==> src/rtl/bridge_buffer_ctrl.sv <==
// bridge_buffer_ctrl
//   Sequencer for one bank (west or north) of the bridge ping-pong buffer.
//   LOAD : takes TOTAL_DEPTH words from the linear projection and generates
//          the port-A write strobes and addresses.
//   READ : issues TOTAL_MODULES x TOTAL_DEPTH port-B reads toward the
//          systolic array, slice by slice. Each slice reads addresses
//          0..TOTAL_DEPTH-1.
//   Framing (out_valid, out_last, slicing_idx) is delayed one cycle from
//   the issue, which matches the fixed 1-cycle read latency of the bank.
// Ports
//   clk, rst                  clock; synchronous active-high reset
//   start                     begins a load; acted on only in IDLE
//   in_valid / in_ready       upstream word handshake (LOAD only)
//   bank_ena/wea/addra        port-A write side
//   bank_enb/addrb            port-B read issue
//   out_ready                 downstream may take a word issued this cycle
//   out_valid/out_last        framing for the returned dout
//   slicing_idx               slice select for the returned dout
//   busy, done                sequence status; done is a 1-cycle pulse
module bridge_buffer_ctrl #(
  parameter int ADDR_WIDTH    = 8,
  parameter int TOTAL_DEPTH   = 12,
  parameter int TOTAL_MODULES = 4,
  localparam int SLW          = $clog2(TOTAL_MODULES)
) (
  input  logic                  clk,
  input  logic                  rst,
  input  logic                  start,
  input  logic                  in_valid,
  output logic                  in_ready,
  output logic                  bank_ena,
  output logic                  bank_wea,
  output logic [ADDR_WIDTH-1:0] bank_addra,
  output logic                  bank_enb,
  output logic [ADDR_WIDTH-1:0] bank_addrb,
  output logic [SLW-1:0]        slicing_idx,
  input  logic                  out_ready,
  output logic                  out_valid,
  output logic                  out_last,
  output logic                  busy,
  output logic                  done
);

  localparam logic [ADDR_WIDTH-1:0] LAST_ADDR  = ADDR_WIDTH'(TOTAL_DEPTH - 1);
  localparam logic [SLW-1:0]        LAST_SLICE = SLW'(TOTAL_MODULES - 1);

  typedef enum logic [2:0] {
    IDLE  = 3'd0,
    LOAD  = 3'd1,
    READ  = 3'd2,
    DRAIN = 3'd3,
    DONE  = 3'd4
  } state_t;

  state_t                state_q, state_d;
  logic [ADDR_WIDTH-1:0] wr_cnt_q, wr_cnt_d;
  logic [ADDR_WIDTH-1:0] rd_addr_q, rd_addr_d;
  logic [SLW-1:0]        rd_slice_q, rd_slice_d;
  logic [SLW-1:0]        slicing_idx_q, slicing_idx_d;
  logic                  out_valid_q, out_valid_d;
  logic                  out_last_q, out_last_d;
  logic                  rd_at_end;

  // Strobes are combinational from state so a beat is never lost to a
  // register stage on either handshake.
  assign in_ready    = (state_q == LOAD);
  assign bank_ena    = in_ready & in_valid;
  assign bank_wea    = in_ready & in_valid;
  assign bank_addra  = wr_cnt_q;
  assign bank_enb    = (state_q == READ) & out_ready;
  assign bank_addrb  = rd_addr_q;
  assign busy        = (state_q != IDLE);
  assign done        = (state_q == DONE);
  assign slicing_idx = slicing_idx_q;
  assign out_valid   = out_valid_q;
  assign out_last    = out_last_q;

  assign rd_at_end   = (rd_addr_q == LAST_ADDR);

  always_comb begin
    state_d    = state_q;
    wr_cnt_d   = wr_cnt_q;
    rd_addr_d  = rd_addr_q;
    rd_slice_d = rd_slice_q;
    // Read framing tracks the issue one cycle later; slicing_idx only
    // moves on an issue so it holds between sequences.
    out_valid_d   = bank_enb;
    out_last_d    = bank_enb & rd_at_end & (rd_slice_q == LAST_SLICE);
    slicing_idx_d = bank_enb ? rd_slice_q : slicing_idx_q;

    unique case (state_q)
      IDLE: if (start) state_d = LOAD;
      LOAD: begin
        if (in_valid) begin
          if (wr_cnt_q == LAST_ADDR) begin
            wr_cnt_d = '0;
            state_d  = READ;
          end else begin
            wr_cnt_d = wr_cnt_q + 1'b1;
          end
        end
      end
      READ: begin
        if (bank_enb) begin
          if (rd_at_end) begin
            rd_addr_d = '0;
            if (rd_slice_q == LAST_SLICE) begin
              rd_slice_d = '0;
              state_d    = DRAIN;
            end else begin
              rd_slice_d = rd_slice_q + 1'b1;
            end
          end else begin
            rd_addr_d = rd_addr_q + 1'b1;
          end
        end
      end
      DRAIN:   state_d = DONE;
      DONE:    state_d = IDLE;
      default: state_d = IDLE;
    endcase
  end

  always_ff @(posedge clk) begin
    if (rst) begin
      state_q       <= IDLE;
      wr_cnt_q      <= '0;
      rd_addr_q     <= '0;
      rd_slice_q    <= '0;
      slicing_idx_q <= '0;
      out_valid_q   <= 1'b0;
      out_last_q    <= 1'b0;
    end else begin
      state_q       <= state_d;
      wr_cnt_q      <= wr_cnt_d;
      rd_addr_q     <= rd_addr_d;
      rd_slice_q    <= rd_slice_d;
      slicing_idx_q <= slicing_idx_d;
      out_valid_q   <= out_valid_d;
      out_last_q    <= out_last_d;
    end
  end

endmodule

==> config.mk <==
export PLATFORM = sky130hd
export DESIGN_NAME = bridge_buffer_ctrl
export DESIGN_NICKNAME = d
export VERILOG_FILES = /design/src/rtl/bridge_buffer_ctrl.sv
export SDC_FILE = /design/constraint.sdc
export NUM_CORES = 1
export LEC_CHECK = 0
export BUFFER_PORTS_ARGS = -buffer_cell sky130_fd_sc_hd__buf_2
export CORE_ASPECT_RATIO = 1.5
export CORE_MARGIN = 1.5
export CORE_UTILIZATION = 30
export DETAILED_ROUTE_END_ITERATION = 10
export GPL_TIMING_DRIVEN = 0
export PLACE_DENSITY_LB_ADDON = 0.1
export SLEW_MARGIN = 20
export SYNTH_ARGS = -nofsm -noshare
export SYNTH_HDL_FRONTEND = slang
export SYNTH_SLANG_ARGS = --single-unit
==> constraint.sdc <==
create_clock -name clk -period 2.8 [get_ports clk]
set_input_delay 0.56 -clock clk [delete_from_list [all_inputs] [get_ports clk]]
set_output_delay 0.56 -clock clk [all_outputs]
set_load 0.005 [all_outputs]
==> metrics.md <==
| Metric | Value |
|---|---|
| Vias/cell | 4.86 |
| Count leader, synth | dfxtp_1 |
| Synth cell count leaders | 25 x dfxtp_1, 18 x nor2_1, 10 x xor2_1 |
| CTS root buf | clkbuf_8 |
| Total Nets Final | 164 |
| Global-route wire length before repair | 3980 microns |
| WP data required | 2.24 ns |
| Rel. slew slack | 0.699 |
| Sink Count | 25 |
| RSZ-0062 raised after global routing | no |
| Seq/Total Area, Yosys | 0.439 |
| Setup ws final | 0.799 ns |
| Setup TNS | 0 ns |
| Synth Warn # | 0 |
| Total Die Area | 4190 sq um |
| Fin crit period | 2.00 ns |
| Avg Synthesized Cell Area | 9.43 sq um |
| CP max-delay cell | and4bb_2 |
| CP Launch Type | flop |
| DP Wirelength | 1840 microns |
| Residual DRC count | 0 |
| Synth Flop Type | dfxtp_1 |
| Netlist Area Pre-Place | 1140 sq um |
| Syn Nets | 129 |
| Initial antenna violation count | 0 |
| Status | finished clean |
| Least-Margin Pin Slew | 0.452 ns |
| Area added between synthesis and finish | 21.9% |
| Clock Path Buffers | 2 |
| Reg2Reg Depth | 4 |
| Hold path cells | 2 |
| Kind of critical path | reg -> out |
| Worst-path clk slew | 0.09 ns |
| Fin util | 0.381 |
| WP depth | 4 |
| Worst skew pair latency | 0.27 ns |
| GRT overflow | 0 |
| Number of global-route vias before repair | 865 |
| H-Tree Depth | 1 |
| Number of port buffers | 30 |
| Core box area | 3650 sq um |
| Via count | 963 |
| Cell Pwr Density | 607 nW/um^2 |
| Worst path top cell family by delay | buffers and inverters |
| TritonCTS buffer count | 3 |
| Worst path bufs/invs | 3 |
| DIE HEIGHT | 78.5 microns |
| Max Cap Violations | 0 |
| Die X | 53.4 microns |
| Number of distinct library cells after synthesis | 35 |
| Largest net degree at the start of global routing | 15 |
| Hold Buf Count CTS | 0 |
| Leading area contributor after synthesis | dfxtp_1 |
| Element type at the critical path end | primary output |
| Share of cells above drive strength 1 | 0.303 |
| Total Power | 845 uW |
| Diodes inserted | 0 |
| VDD IR max | 351 uV |
| Worst Hold Class | reg -> reg |
| Cells after Synth | 121 |
| Routed Antenna Nets | 0 |
| CTS tree | yes |
| Max Fanout on Critical Path | 10 |
| Pre-CTS setup slack | 0.964 ns |
| I/O Pins | 31 |
| Max Transition Viols Final | 0 |
| WP data arrival | 1.44 ns |
| FF+latch count, synth | 25 |
| Final Hold Fails | 0 |
| Post-CTS Setup Bufs | 0 |
| WL final | 2440 microns |
| Routability cong. | 0.736 |
| Gr usage total | 0.128 |
| Async set-reset flop share out of synthesis | 0 |
| Fmax | 0.500 GHz |
| Tcrit/Tclk final | 0.715 |
| CP max stage delay | 0.37 ns |
| Final setup viols | 0 |
| Leak | 0.645 nW |
| Largest cells by area after synthesis | dfxtp_1 44%, xor2_1 7.7%, nor2_1 5.9% |
| DR pass1 iterations | 4 |
| First DRT Iteration DRCs | 18 |
| Post-synth EDFFs | 0 |
| CP Cell Sequence | clkbuf_2 -> and4bb_2 -> buf_4 -> buf_2 |
| Share of the synthesized area in the top cell type | 0.439 |
| Worst Skew | 0.00575 ns |
| Wire length per cell | 12.3 microns |
| Starting Density | 0.313 |
| Row count | 27 |
| Cts repair resizes | 0 |
through the flow:
step                hold slack, ns  instances  cell area, sq um
floorplan                    0.457        121              1140
global placement             0.479        194              1350
detailed placement           0.481        194              1350
CTS                          0.504        198              1390
global route                 0.534        198              1390
finish                       0.496        198              1390
layout by cell type (no fill, tap or decap), types with 2 or more instances in the layout:
cell type / Yosys / routed
nor3_1: 3 / 3
nor4_1: 3 / 3
nand4_1: 6 / 6
or3_1: 2 / 2
dfxtp_1: 25 / 25
nand2_1: 9 / 9
xor2_1: 10 / 10
a21oi_1: 3 / 3
and4bb_2: 2 / 2
nor3b_1: 2 / 2
mux2i_1: 5 / 5
ha_1: 3 / 3
buf_2: 0 / 30
and3_1: 2 / 2
inv_1: 3 / 3
nor2_1: 18 / 18
clkbuf_8: 0 / 3
nand3_1: 2 / 2
xnor2_1: 4 / 4
buf_4: 2 / 2
cell families after synthesis:
group | after synthesis | synth area share
flops | 25 | 0.439
xor+xnor | 14 | 0.107
fa+ha+maj | 3 | 0.0329
mux | 5 | 0.0439
compound gates | 7 | 0.0395
buf+inv | 8 | 0.0406
simple gates | 59 | 0.297
state kept, by name (all words and copies together), names as in the netlist:
signal and flops:
bank_addra 8, bank_addrb 8, out_last 1, out_valid 1, rd_slice_q 2, slicing_idx 2
state_q 3
report_power, final:
part | switching (mW) | internal, mW | leakage [nW]
Sequential | 0.0174 | 0.380 | 0.202
Clock | 0.118 | 0.0997 | 0.0255
Combinational | 0.116 | 0.113 | 0.417
worst paths after layout:
path,startpoint,to,slack [ns]
setup / recovery,state_q[0],bank_enb,0.80
hold reg to reg,rd_slice_q[0],rd_slice_q[0],0.50
setup reg to reg,bank_addra[3],state_q[0],1.20
hold / removal,rd_slice_q[0],rd_slice_q[0],0.50
worst min-delay path, delay by kind of cell (launching register included):
family,cells,cell delay [ns]
flops,1,0.34
simple gates,1,0.06
compound gates,1,0.05
cell type report:
type / count / area, sq um
buffer: 5 / 35.0
clock buffer: 3 / 41.3
clock inverter: 1 / 5.00
fill: 401 / 2260
inverter: 3 / 11.3
multi-input combinational: 88 / 594
sequential: 25 / 500
tap: 43 / 53.8
timing repair buffer: 30 / 150
routing by layer:
metal,global-route usage,vias up,part of all wire
li1,-,485,-
met1,0.140,444,0.40
met2,0.225,29,0.53
met3,0.0171,5,0.048
met4,0.0692,0,0.024
met5,0,-,0
Note: power is estimated with default switching activity, not from simulation.
